### src/rtl/flash_pkg.sv
// Shared opcodes, state enumeration and address helper for the flash loader.
package flash_pkg;

    localparam logic [7:0] OP_READ       = 8'h03;
    localparam logic [7:0] OP_RELEASE_PD = 8'hAB;

    typedef enum logic [2:0] {
        RST_WAKE,
        WAKE_WAIT,
        WAKE_DLY,
        IDLE,
        ISSUE,
        WAIT_DONE,
        PRESENT
    } fl_state_e;

    // Byte address of element idx within a load; wraps modulo 2^24.
    function automatic logic [23:0] addr_at(input logic [23:0] base, input logic [15:0] idx);
        return base + {8'h00, idx};
    endfunction

endpackage

### src/rtl/flash_loader_cycle_timer.sv
// Loadable down-counter; o_expired is high once the count has reached zero.
module cycle_timer #(
    parameter int unsigned W = 16
) (
    input  logic         clk,
    input  logic         rst_n,
    input  logic         i_load,
    input  logic [W-1:0] i_value,
    output logic         o_expired
);

    logic [W-1:0] r_count;

    always_ff @(posedge clk or negedge rst_n) begin
        if (!rst_n) begin
            r_count <= '0;
        end else if (i_load) begin
            r_count <= i_value;
        end else if (r_count != '0) begin
            r_count <= r_count - 1'b1;
        end
    end

    assign o_expired = (r_count == '0);

endmodule

### src/rtl/flash_loader.sv
// Reads a run of bytes from SPI flash one READ transaction at a time and
// presents them on a valid/ready stream; optionally wakes the flash after reset.
module flash_loader
    import flash_pkg::*;
#(
    parameter int unsigned TIMEOUT_CYCLES = 4096,
    parameter int unsigned WAKE_DELAY     = 300,
    parameter int unsigned WAKE_EN        = 1
) (
    input  logic        clk,
    input  logic        rst_n,
    input  logic        load_req,
    input  logic [23:0] load_addr,
    input  logic [15:0] load_len,
    output logic        load_busy,
    output logic        load_done,
    output logic        load_err,
    output logic        out_valid,
    output logic [7:0]  out_data,
    output logic [15:0] out_idx,
    input  logic        out_ready,
    output logic        fl_start,
    output logic [7:0]  fl_cmd,
    output logic [23:0] fl_addr,
    output logic [7:0]  fl_data_in,
    input  logic [7:0]  fl_data_out,
    input  logic        fl_busy,
    input  logic        fl_done
);

    localparam int unsigned MAX_LOAD = (TIMEOUT_CYCLES > WAKE_DELAY) ? TIMEOUT_CYCLES : WAKE_DELAY;
    localparam int unsigned TW_RAW   = $clog2(MAX_LOAD + 1);
    localparam int unsigned TW       = (TW_RAW < 1) ? 1 : TW_RAW;
    // Timer counts N-1 down to 0 so expiry lands exactly N cycles after the load edge.
    localparam logic [TW-1:0] TMO_LOAD = TW'((TIMEOUT_CYCLES > 0) ? TIMEOUT_CYCLES - 1 : 0);
    localparam logic [TW-1:0] DLY_LOAD = TW'((WAKE_DELAY > 0) ? WAKE_DELAY - 1 : 0);

    fl_state_e   r_state;
    logic [23:0] r_base;
    logic [15:0] r_len;
    logic [15:0] r_idx;
    logic        r_fl_start;
    logic [7:0]  r_fl_cmd;
    logic [23:0] r_fl_addr;
    logic        r_out_valid;
    logic [7:0]  r_out_data;
    logic [15:0] r_out_idx;
    logic        r_load_done;
    logic        r_load_err;

    logic          w_tmr_load;
    logic [TW-1:0] w_tmr_val;
    logic          w_expired;

    always_comb begin
        w_tmr_load = 1'b0;
        w_tmr_val  = TMO_LOAD;
        case (r_state)
            RST_WAKE, ISSUE: w_tmr_load = !fl_busy;
            WAKE_WAIT: begin
                w_tmr_load = fl_done;
                w_tmr_val  = DLY_LOAD;
            end
            default: w_tmr_load = 1'b0;
        endcase
    end

    cycle_timer #(
        .W(TW)
    ) u_timer (
        .clk      (clk),
        .rst_n    (rst_n),
        .i_load   (w_tmr_load),
        .i_value  (w_tmr_val),
        .o_expired(w_expired)
    );

    always_ff @(posedge clk or negedge rst_n) begin
        if (!rst_n) begin
            r_state     <= (WAKE_EN != 0) ? RST_WAKE : IDLE;
            r_base      <= '0;
            r_len       <= '0;
            r_idx       <= '0;
            r_fl_start  <= 1'b0;
            r_fl_cmd    <= '0;
            r_fl_addr   <= '0;
            r_out_valid <= 1'b0;
            r_out_data  <= '0;
            r_out_idx   <= '0;
            r_load_done <= 1'b0;
            r_load_err  <= 1'b0;
        end else begin
            r_fl_start  <= 1'b0;
            r_load_done <= 1'b0;
            r_load_err  <= 1'b0;
            case (r_state)
                RST_WAKE: begin
                    if (!fl_busy) begin
                        r_fl_start <= 1'b1;
                        r_fl_cmd   <= OP_RELEASE_PD;
                        r_state    <= WAKE_WAIT;
                    end
                end
                WAKE_WAIT: begin
                    if (fl_done) begin
                        r_state <= WAKE_DLY;
                    end else if (w_expired) begin
                        r_load_err <= 1'b1;
                        r_state    <= IDLE;
                    end
                end
                WAKE_DLY: begin
                    if (w_expired) r_state <= IDLE;
                end
                IDLE: begin
                    if (load_req) begin
                        r_base <= load_addr;
                        r_len  <= load_len;
                        r_idx  <= '0;
                        if (load_len == '0) r_load_done <= 1'b1;
                        else                r_state     <= ISSUE;
                    end
                end
                ISSUE: begin
                    if (!fl_busy) begin
                        r_fl_start <= 1'b1;
                        r_fl_cmd   <= OP_READ;
                        r_fl_addr  <= addr_at(r_base, r_idx);
                        r_state    <= WAIT_DONE;
                    end
                end
                WAIT_DONE: begin
                    if (fl_done) begin
                        r_out_data  <= fl_data_out;
                        r_out_idx   <= r_idx;
                        r_out_valid <= 1'b1;
                        r_state     <= PRESENT;
                    end else if (w_expired) begin
                        r_load_err  <= 1'b1;
                        r_out_valid <= 1'b0;
                        r_state     <= IDLE;
                    end
                end
                PRESENT: begin
                    if (out_ready) begin
                        r_out_valid <= 1'b0;
                        if (r_idx == r_len - 16'd1) begin
                            r_load_done <= 1'b1;
                            r_state     <= IDLE;
                        end else begin
                            r_idx   <= r_idx + 16'd1;
                            r_state <= ISSUE;
                        end
                    end
                end
                default: r_state <= IDLE;
            endcase
        end
    end

    assign load_busy  = (r_state != IDLE);
    assign load_done  = r_load_done;
    assign load_err   = r_load_err;
    assign out_valid  = r_out_valid;
    assign out_data   = r_out_data;
    assign out_idx    = r_out_idx;
    assign fl_start   = r_fl_start;
    assign fl_cmd     = r_fl_cmd;
    assign fl_addr    = r_fl_addr;
    assign fl_data_in = 8'h00;

endmodule
### config.mk
export PLATFORM = sky130hd
export DESIGN_NAME = flash_loader
export DESIGN_NICKNAME = d
export VERILOG_FILES = /design/src/rtl/flash_pkg.sv /design/src/rtl/flash_loader_cycle_timer.sv /design/src/rtl/flash_loader.sv
export SDC_FILE = /design/constraint.sdc
export NUM_CORES = 1
export LEC_CHECK = 0
export BUFFER_PORTS_ARGS = -buffer_cell sky130_fd_sc_hd__buf_2
export CAP_MARGIN = 20
export CORE_MARGIN = 2
export CORE_UTILIZATION = 45
export CTS_BUF_LIST = sky130_fd_sc_hd__clkbuf_4 sky130_fd_sc_hd__clkbuf_8 sky130_fd_sc_hd__clkbuf_16
export CTS_CLUSTER_SIZE = 12
export DETAILED_ROUTE_END_ITERATION = 7
export GPL_TIMING_DRIVEN = 0
export HOLD_SLACK_MARGIN = 0.02
export PLACE_DENSITY = 0.66
export REMOVE_ABC_BUFFERS = 1
export SLEW_MARGIN = 5
export SYNTH_ARGS = -nofsm -noshare
export SYNTH_HDL_FRONTEND = slang
export SYNTH_SLANG_ARGS = --single-unit
### constraint.sdc
create_clock -name clk -period 3.1 [get_ports clk]
set_input_delay 0 -clock clk [delete_from_list [all_inputs] [get_ports clk]]
set_output_delay 0 -clock clk [all_outputs]
set_load 0.1 [all_outputs]
==> results of run 1 <==
## how the worst min path moves through the flow
stage                        startpoint    endpoint  slack [ns]  depth (start not counted)
after floorplan                   rst_n  fl_addr[0]       -0.30                          0
after global placement    load_addr[17]  r_base[17]        0.19                          3
after detailed placement          rst_n    r_len[2]       -0.07                          1
after CTS                         rst_n    r_len[2]        0.05                          2
after global routing              rst_n    r_len[2]        0.09                          2
final                             rst_n    r_len[5]        0.05                          2
## kinds of logic after synthesis
group / Yosys count
and+or+nand+nor: 343
AOI/OAI and AO/OA: 146
DFF: 126
buffers and inverters: 75
xor gates and xnor gates: 46
muxes: 21
adders and majority gates: 20
other: 1
## registers in the layout (all words and copies together), names as in the netlist, 2 cells and up
name / flops
fl_addr: 24
fl_cmd: 2
out_data: 8
out_idx: 16
r_base: 24
r_idx: 16
r_len: 16
r_state: 3
u_timer.r_count: 13
## final cells by class
class	instances	area (um^2)
Tap cell	188	235.2
Inverter	22	82.58
Timing Repair Buffer	167	1150
Multi-Input combinational cell	587	3621
Clock inverter	10	113.9
Fill cell	1325	6371
Clock buffer	21	474.2
Sequential cell	126	3154
## worst max-delay path, stage by stage (launching register included)
cell and delay, ns:
sky130_fd_sc_hd__dfrtp_1 0.40, sky130_fd_sc_hd__inv_1 0.09, sky130_fd_sc_hd__ha_2 0.20, sky130_fd_sc_hd__or3b_4 0.43
sky130_fd_sc_hd__nor4_2 0.28, sky130_fd_sc_hd__a211oi_1 0.11, sky130_fd_sc_hd__a2111oi_4 0.37, sky130_fd_sc_hd__a21boi_4 0.36
sky130_fd_sc_hd__a31oi_2 0.23, sky130_fd_sc_hd__a31o_1 0.29, sky130_fd_sc_hd__a21oi_2 0.12
## Yosys cell counts (10+ instances only)
| cell | n | area [um^2] |
|---|---|---|
| sky130_fd_sc_hd__clkbuf_1 | 34 | 127.6 |
| sky130_fd_sc_hd__nor3_1 | 16 | 80.08 |
| sky130_fd_sc_hd__nand2_1 | 179 | 671.9 |
| sky130_fd_sc_hd__a21o_1 | 10 | 75.07 |
| sky130_fd_sc_hd__ha_1 | 19 | 237.7 |
| sky130_fd_sc_hd__xor2_1 | 20 | 175.2 |
| sky130_fd_sc_hd__o21ai_0 | 45 | 225.2 |
| sky130_fd_sc_hd__nor2_1 | 43 | 161.4 |
| sky130_fd_sc_hd__nor4_1 | 15 | 93.84 |
| sky130_fd_sc_hd__dfrtp_1 | 126 | 3153 |
| sky130_fd_sc_hd__inv_1 | 22 | 82.58 |
| sky130_fd_sc_hd__a21oi_1 | 30 | 150.1 |
| sky130_fd_sc_hd__nand3_1 | 18 | 90.09 |
| sky130_fd_sc_hd__and3_1 | 16 | 100.1 |
| sky130_fd_sc_hd__xnor2_1 | 26 | 227.7 |
| sky130_fd_sc_hd__a211oi_1 | 11 | 82.58 |
| sky130_fd_sc_hd__buf_4 | 14 | 105.1 |
| sky130_fd_sc_hd__mux2_2 | 17 | 191.4 |
## timing repair
action                                  4_1_cts  5_1_grt
hold buffers                                 51        0
endpoints found under the hold margin       178        0
pin swaps                                     0        2
gates cloned                                  0        0
endpoints found under the setup margin       13       28
buffers inserted                              2        1
gates resized for setup                       4       11
## metal layers
layer | GRT usage | part of all wire
met3 | 0.03784 | 0.032
met5 | 0 | 0
met2 | 0.3305 | 0.47
met1 | 0.2738 | 0.47
met4 | 0.07609 | 0.019
## power breakdown
part           total (uW)  switching (uW)  internal, uW  leakage [uW]
clock                1960             719          1250      0.000280
sequential           2930             649          2280       0.00159
combinational        4850            3520          1330       0.00236
total                9750            4890          4860       0.00422
## through the flow
stage / util / instance area (um^2)
finish: 0.5809 / 8831
global route: 0.5809 / 8831
CTS: 0.5764 / 8762
detailed placement: 0.5023 / 7636
global placement: 0.4972 / 7559
floorplan: - / 6768
==> impl_table.tex, run 1 <==
\begin{tabular}{lr}
\hline
Metric & Value \\
\hline
\multicolumn{2}{l}{\textbf{Synthesis}} \\
\quad Count of mapped cells out of synthesis & 778 \\
\quad Area share of fa/ha/maj cells after synthesis & 0.03683 \\
\quad Avg Inst Size Synth & 8.996 um\^{}2 \\
\quad Most frequently used flop master after synthesis & sky130\_fd\_sc\_hd\_\_dfrtp\_1 \\
\quad Area fraction in and, or, nand and nor cells after synthesis & 0.2277 \\
\quad Number of synthesized register bits & 126 \\
\quad Sequential area share after synthesis & 0.4505 \\
\quad Largest family of logic cells by synthesized area & simple AND/OR/NAND/NOR gates \\
\quad Yosys warning total & 0 \\
\quad FFs w/ async S/R, synth & 1.000 \\
\quad Share of the synthesized area in compound gates (AO/OA/AOI/OAI) & 0.1435 \\
\quad Mux cell area share after synthesis & 0.03307 \\
\quad XOR/XNOR share of the synthesized area & 0.05756 \\
\quad Netlist Area Pre-Place & 6999 um\^{}2 \\
\quad Post-synth EDFFs & 0 \\
\quad Distinct cell type count of the synthesized netlist & 67 \\
\multicolumn{2}{l}{\textbf{Critical path}} \\
\quad CP arrival & 3.30 ns \\
\quad Critical Path Start Type & flip-flop \\
\quad Reg2reg path depth & 10 \\
\quad Critical path class & reg -> reg \\
\quad Capture point of the worst reg-to-reg path & r\_idx[7] \\
\quad Worst R2R Setup Slack & 0.15 ns \\
\quad Source of the critical timing path & r\_len[1] \\
\quad CP Capture Type & flip-flop \\
\quad Worst Path Max Fanout & 7 \\
\quad Worst path required time & 3.45 ns \\
\quad Last element of the critical path & r\_idx[7] \\
\quad Origin of the critical flop-to-flop path & r\_len[1] \\
\multicolumn{2}{l}{\textbf{Die}} \\
\quad I/O pin total & 123 \\
\quad Area enclosed by the die boundary & 16570 um\^{}2 \\
\quad Initial Util & 0.4604 \\
\quad Width of the die & 128.7 um \\
\quad Core area & 15200 um\^{}2 \\
\quad Count of standard-cell rows & 45 \\
\quad DIE HEIGHT & 128.7 um \\
\multicolumn{2}{l}{\textbf{Power and ir drop}} \\
\quad PD cells & 1104 nW/um\^{}2 \\
\quad Worst IR drop on VDD & 0.0005339 V \\
\quad Total leakage power & 0.004222 uW \\
\quad Total power after layout & 9747 uW \\
\multicolumn{2}{l}{\textbf{STA}} \\
\quad Transition time of the tightest slew-check pin & 0.9132 ns \\
\quad Hold WS & 0.04942 ns \\
\quad Worst setup margin & 0.1483 ns \\
\quad Setup repair after global routing missed its margin & true \\
\quad Worst clock skew & 0.005043 ns \\
\quad Final-report max-slew violation count & 0 \\
\quad Final-report hold violation count & 0 \\
\quad Number of endpoints failing setup at the final stage & 0 \\
\quad Setup TNS & 0 ns \\
\quad Peak Freq & 338.8 MHz \\
\quad Max-Slew Margin vs Limit & 0.3890 \\
\quad Period utilization & 0.9522 \\
\quad Final min period & 2.952 ns \\
\multicolumn{2}{l}{\textbf{Outcome}} \\
\quad Run status & finished clean \\
\multicolumn{2}{l}{\textbf{Route}} \\
\quad Number of vias after detailed routing & 5860 \\
\quad Initial DRT Pass Iterations & 4 \\
\quad DRC violation count after routing & 0 \\
\quad Vias per cell & 5.227 \\
\quad Iter 0 DRT Violations & 325 \\
\quad Overall routed net length & 16340 um \\
\quad Remaining antenna violation count after routing & 0 \\
\quad Average detailed-routed wire length per instance & 14.58 um \\
\multicolumn{2}{l}{\textbf{CTS}} \\
\quad Clock tree from TritonCTS & done \\
\quad Clock-pin slew on the worst setup and hold paths & 0.05 ns \\
\quad CTS Buf Count & 17 \\
\quad Clock Tree Root & sky130\_fd\_sc\_hd\_\_clkbuf\_16 \\
\quad H-tree depth reported by CTS & 4 \\
\quad TritonCTS Sinks & 126 \\
\quad CTS max path bufs & 2 \\
\quad Clock insertion delay at the later pin of the skew report & 0.42 ns \\
\multicolumn{2}{l}{\textbf{Final layout}} \\
\quad Non-Filler Instances & 1121 \\
\quad Top library cells by usage in the layout, fill and taps aside & sky130\_fd\_sc\_hd\_\_nand2\_1 (176), sky130\_fd\_sc\_hd\_\_dfrtp\_1 (125), sky130\_fd\_sc\_hd\_\_buf\_2 (110) \\
\quad Share of final-layout standard cells stronger than drive strength 1 & 0.2101 \\
\quad Net count, final & 995 \\
\quad Antenna fix cells & 0 \\
\quad Signed area change from the synthesized netlist to the final layout & 26.17\% \\
\quad Most common library cell in the layout ignoring fill and taps & sky130\_fd\_sc\_hd\_\_nand2\_1 \\
\multicolumn{2}{l}{\textbf{Global route}} \\
\quad Vias in the first global route & 5621 \\
\quad Total grt overflow & 0 \\
\quad Antenna violations before repair & 0 \\
\quad Overall routing resource usage & 0.2039 \\
\quad Wire length of the first global-routing pass & 26950 um \\
\quad Pin count of the biggest net entering global routing & 89 \\
\multicolumn{2}{l}{\textbf{Placement}} \\
\quad Final HPWL DP & 11050 um \\
\quad Weighted congestion at the end of routability-driven global placement & 0.7956 \\
\quad \# placed instances & 1036 \\
\quad \# port buffers & 111 \\
\quad Pre-CTS worst setup slack & -0.3063 ns \\
\multicolumn{2}{l}{\textbf{Job}} \\
\quad \# Max-Cap Violations & 0 \\
\multicolumn{2}{l}{\textbf{Min path}} \\
\quad Hold crit path type & in -> async \\
\hline
\end{tabular}
No activity file was read; power rests on OpenSTA's default activity.
==> inputs of run 2 (changes only) <==
SYNTH_HIERARCHICAL = 1   (was not set)
==> impl_table.tex, run 2 <==
\begin{tabular}{lr}
\hline
Metric & Value \\
\hline
\multicolumn{2}{l}{\textbf{Synthesis}} \\
\quad Top cells by instance count after synthesis & sky130\_fd\_sc\_hd\_\_nand2\_1 (178), sky130\_fd\_sc\_hd\_\_dfrtp\_1 (126), sky130\_fd\_sc\_hd\_\_o21ai\_0 (46) \\
\quad Number of synthesized register bits & 126 \\
\quad Yosys top cell area share & 0.4528 \\
\quad Top-count cell post-synth & sky130\_fd\_sc\_hd\_\_nand2\_1 \\
\quad Post-synth EDFFs & 0 \\
\quad Avg Inst Size Synth & 9.210 um\^{}2 \\
\quad FFs w/ async S/R, synth & 1.000 \\
\quad Distinct cell type count of the synthesized netlist & 67 \\
\quad Count of mapped cells out of synthesis & 756 \\
\quad Most frequently used flop master after synthesis & sky130\_fd\_sc\_hd\_\_dfrtp\_1 \\
\quad Ranking of synthesized cells by area & sky130\_fd\_sc\_hd\_\_dfrtp\_1 (45\%), sky130\_fd\_sc\_hd\_\_nand2\_1 (9.6\%), sky130\_fd\_sc\_hd\_\_mux2\_2 (4.2\%), sky130\_fd\_sc\_hd\_\_xnor2\_1 (4.0\%), sky130\_fd\_sc\_hd\_\_ha\_1 (3.6\%) \\
\quad Largest area contributor in the netlist & sky130\_fd\_sc\_hd\_\_dfrtp\_1 \\
\quad Yosys warning total & 6 \\
\quad Sequential area share after synthesis & 0.4528 \\
\quad Netlist Area Pre-Place & 6963 um\^{}2 \\
\multicolumn{2}{l}{\textbf{Critical path}} \\
\quad CP arrival & 3.16 ns \\
\quad Top Family by Delay on Critical Path & compound AO/OA/AOI/OAI gates \\
\quad CP Capture Type & flip-flop \\
\quad Largest stage delay, worst path & 0.50 ns \\
\quad List of cells traversed by the critical path & ha\_1, inv\_1, fa\_1, nor2b\_1, o31a\_1, o31ai\_2, a311oi\_2, a41o\_1, o21ai\_2, nor2\_1, xnor2\_1, o21ai\_0 \\
\quad Critical-path top delay cell & sky130\_fd\_sc\_hd\_\_dfrtp\_1 \\
\quad Critical Path Start Type & flip-flop \\
\quad Worst R2R Setup Slack & 0.21 ns \\
\quad Buffers \& Inverters on Critical Path & 1 \\
\quad Worst path required time & 3.37 ns \\
\quad Critical path class & reg -> reg \\
\quad Worst Path Max Fanout & 7 \\
\multicolumn{2}{l}{\textbf{Final layout}} \\
\quad Most common library cell in the layout ignoring fill and taps & sky130\_fd\_sc\_hd\_\_nand2\_1 \\
\quad Signed area change from the synthesized netlist to the final layout & 27.64\% \\
\quad Net count, final & 990 \\
\quad Antenna fix cells & 0 \\
\quad Area of the multi-input gates & 3610 um\^{}2 \\
\quad Share of final-layout standard cells stronger than drive strength 1 & 0.2222 \\
\quad Top library cells by usage in the layout, fill and taps aside & sky130\_fd\_sc\_hd\_\_nand2\_1 (178), sky130\_fd\_sc\_hd\_\_dfrtp\_1 (125), sky130\_fd\_sc\_hd\_\_buf\_2 (110) \\
\quad Storage element area & 3154 um\^{}2 \\
\quad Utilization after layout & 0.5868 \\
\quad Fill cell instance count of the final layout & 1332 \\
\multicolumn{2}{l}{\textbf{CTS}} \\
\quad CTS Buf Count & 17 \\
\quad Clock-pin slew on the worst setup and hold paths & 0.05 ns \\
\quad Clock tree from TritonCTS & done \\
\quad TritonCTS Sinks & 126 \\
\quad \# Post-CTS Setup Buffers & 0 \\
\quad CTS max path bufs & 2 \\
\quad H-tree depth reported by CTS & 4 \\
\quad Clock Tree Root & sky130\_fd\_sc\_hd\_\_clkbuf\_16 \\
\quad Clock insertion delay at the later pin of the skew report & 0.43 ns \\
\multicolumn{2}{l}{\textbf{STA}} \\
\quad Max-Slew Margin vs Limit & 0.5023 \\
\quad Final-report hold violation count & 0 \\
\quad Number of endpoints failing setup at the final stage & 0 \\
\quad Final-report max-slew violation count & 0 \\
\quad Transition time of the tightest slew-check pin & 0.7458 ns \\
\quad Period utilization & 0.9324 \\
\quad Worst clock skew & 0.008484 ns \\
\quad Worst setup margin & 0.2096 ns \\
\quad Peak Freq & 346.0 MHz \\
\quad Final min period & 2.890 ns \\
\quad Setup repair after global routing missed its margin & false \\
\multicolumn{2}{l}{\textbf{Job}} \\
\quad \# Max-Cap Violations & 0 \\
\multicolumn{2}{l}{\textbf{Outcome}} \\
\quad Run status & finished clean \\
\multicolumn{2}{l}{\textbf{Global route}} \\
\quad Wire length of the first global-routing pass & 27550 um \\
\quad Antenna violations before repair & 0 \\
\quad Total grt overflow & 0 \\
\quad Overall routing resource usage & 0.2102 \\
\quad Pin count of the biggest net entering global routing & 80 \\
\quad Vias in the first global route & 5747 \\
\multicolumn{2}{l}{\textbf{Min path}} \\
\quad Hold crit path type & in -> async \\
\multicolumn{2}{l}{\textbf{Placement}} \\
\quad Weighted congestion at the end of routability-driven global placement & 0.8577 \\
\quad Pre-CTS worst setup slack & -0.06916 ns \\
\quad \# port buffers & 111 \\
\quad Final HPWL DP & 11000 um \\
\multicolumn{2}{l}{\textbf{Power and ir drop}} \\
\quad Worst IR drop on VDD & 0.001127 V \\
\quad Total power after layout & 9432 uW \\
\quad PD cells & 1061 nW/um\^{}2 \\
\quad Total leakage power & 0.004384 uW \\
\multicolumn{2}{l}{\textbf{Route}} \\
\quad Number of vias after detailed routing & 5838 \\
\quad DRC violation count after routing & 0 \\
\quad Iter 0 DRT Violations & 326 \\
\quad Average detailed-routed wire length per instance & 14.57 um \\
\quad Vias per cell & 5.236 \\
\quad Remaining antenna violation count after routing & 0 \\
\quad Initial DRT Pass Iterations & 5 \\
\quad Overall routed net length & 16240 um \\
\multicolumn{2}{l}{\textbf{Die}} \\
\quad Count of standard-cell rows & 45 \\
\quad Area enclosed by the die boundary & 16480 um\^{}2 \\
\quad Initial Util & 0.4597 \\
\quad DIE HEIGHT & 128.4 um \\
\quad Core area & 15150 um\^{}2 \\
\quad Width of the die & 128.4 um \\
\quad I/O pin total & 123 \\
\hline
\end{tabular}
[run 2: changes by cell type in the layout (fill, tap and decap cells not counted), moves of 7 or more]
cell                       before  now
sky130_fd_sc_hd__o31ai_1        0    7
sky130_fd_sc_hd__a21oi_1       29   16
sky130_fd_sc_hd__mux2_2        17   26
sky130_fd_sc_hd__a211oi_1      11    2
[run 2: cell type report]
| class | instances | share of cell area |
|---|---|---|
| multi-input combinational | 583 | 0.4062 |
| sequential | 126 | 0.3549 |
| inverter | 18 | 0.007602 |
| tap | 188 | 0.02647 |
| clock inverter | 11 | 0.01858 |
| clock buffer | 20 | 0.05181 |
| timing repair buffer | 169 | 0.1345 |
[run 2: metal layers]
| metal | global-route usage | share of wire | vias up |
|---|---|---|---|
| met5 | 0 | 0 | - |
| met4 | 0.06012 | 0.011 | 0 |
| met3 | 0.05364 | 0.043 | 20 |
| met2 | 0.3407 | 0.47 | 132 |
| met1 | 0.2809 | 0.47 | 2793 |
| li1 | - | - | 2893 |
[run 2: path summary, 6_finish.rpt]
| check | from | endpoint | depth (start not counted) |
|---|---|---|---|
| worst min-delay path | rst_n | fl_addr[22] | 2 |
| worst min register to register | fl_addr[17] | fl_addr[17] | 2 |
| max in group asynchronous | rst_n | r_base[14] | 3 |
| min in group clk | load_addr[10] | r_base[10] | 4 |
| worst max register to register | r_idx[0] | fl_addr[20] | 12 |
| worst max-delay path | r_idx[0] | fl_addr[20] | 12 |
[run 2: timing repair]
action	4_1_cts	5_1_grt
gates resized for setup	2	10
hold buffers	53	0
endpoints found under the setup margin	5	11
hold endpoints to repair	183	0
pin swaps	0	1
[run 2: logic make-up (layout without fill, tap and decap cells)]
kind of cell	after synthesis	count (layout)	share of synthesized area
AOI/OAI and AO/OA	121	121	0.1093
xor gates and xnor gates	54	54	0.06792
adders and majority gates	21	21	0.03881
buffers and inverters	62	218	0.04331
DFF	126	126	0.4528
muxes	32	32	0.05067
other	2	17	0.001079
and+or+nand+nor	338	338	0.2361
[run 2: report_power, final]
part	leakage [uW]	internal [uW]	switching (uW)
clock network	0.000297	1380	718
registers	0.00162	2250	565
logic	0.00247	1220	3300
total	0.00438	4850	4580
[run 2: stage by stage]
stage,instances,hold slack [ns],setup TNS (ns),area (um^2)
6_report,1115,0.08063,0,8887
5_1_grt,1115,0.1228,0,8887
4_1_cts,1113,0.07898,0,8823
3_5_place_dp,1029,-0.03407,-0.2075,7667
3_3_place_gp,1026,0.1906,-3.005,7576
2_1_floorplan,727,-0.2956,0,6785
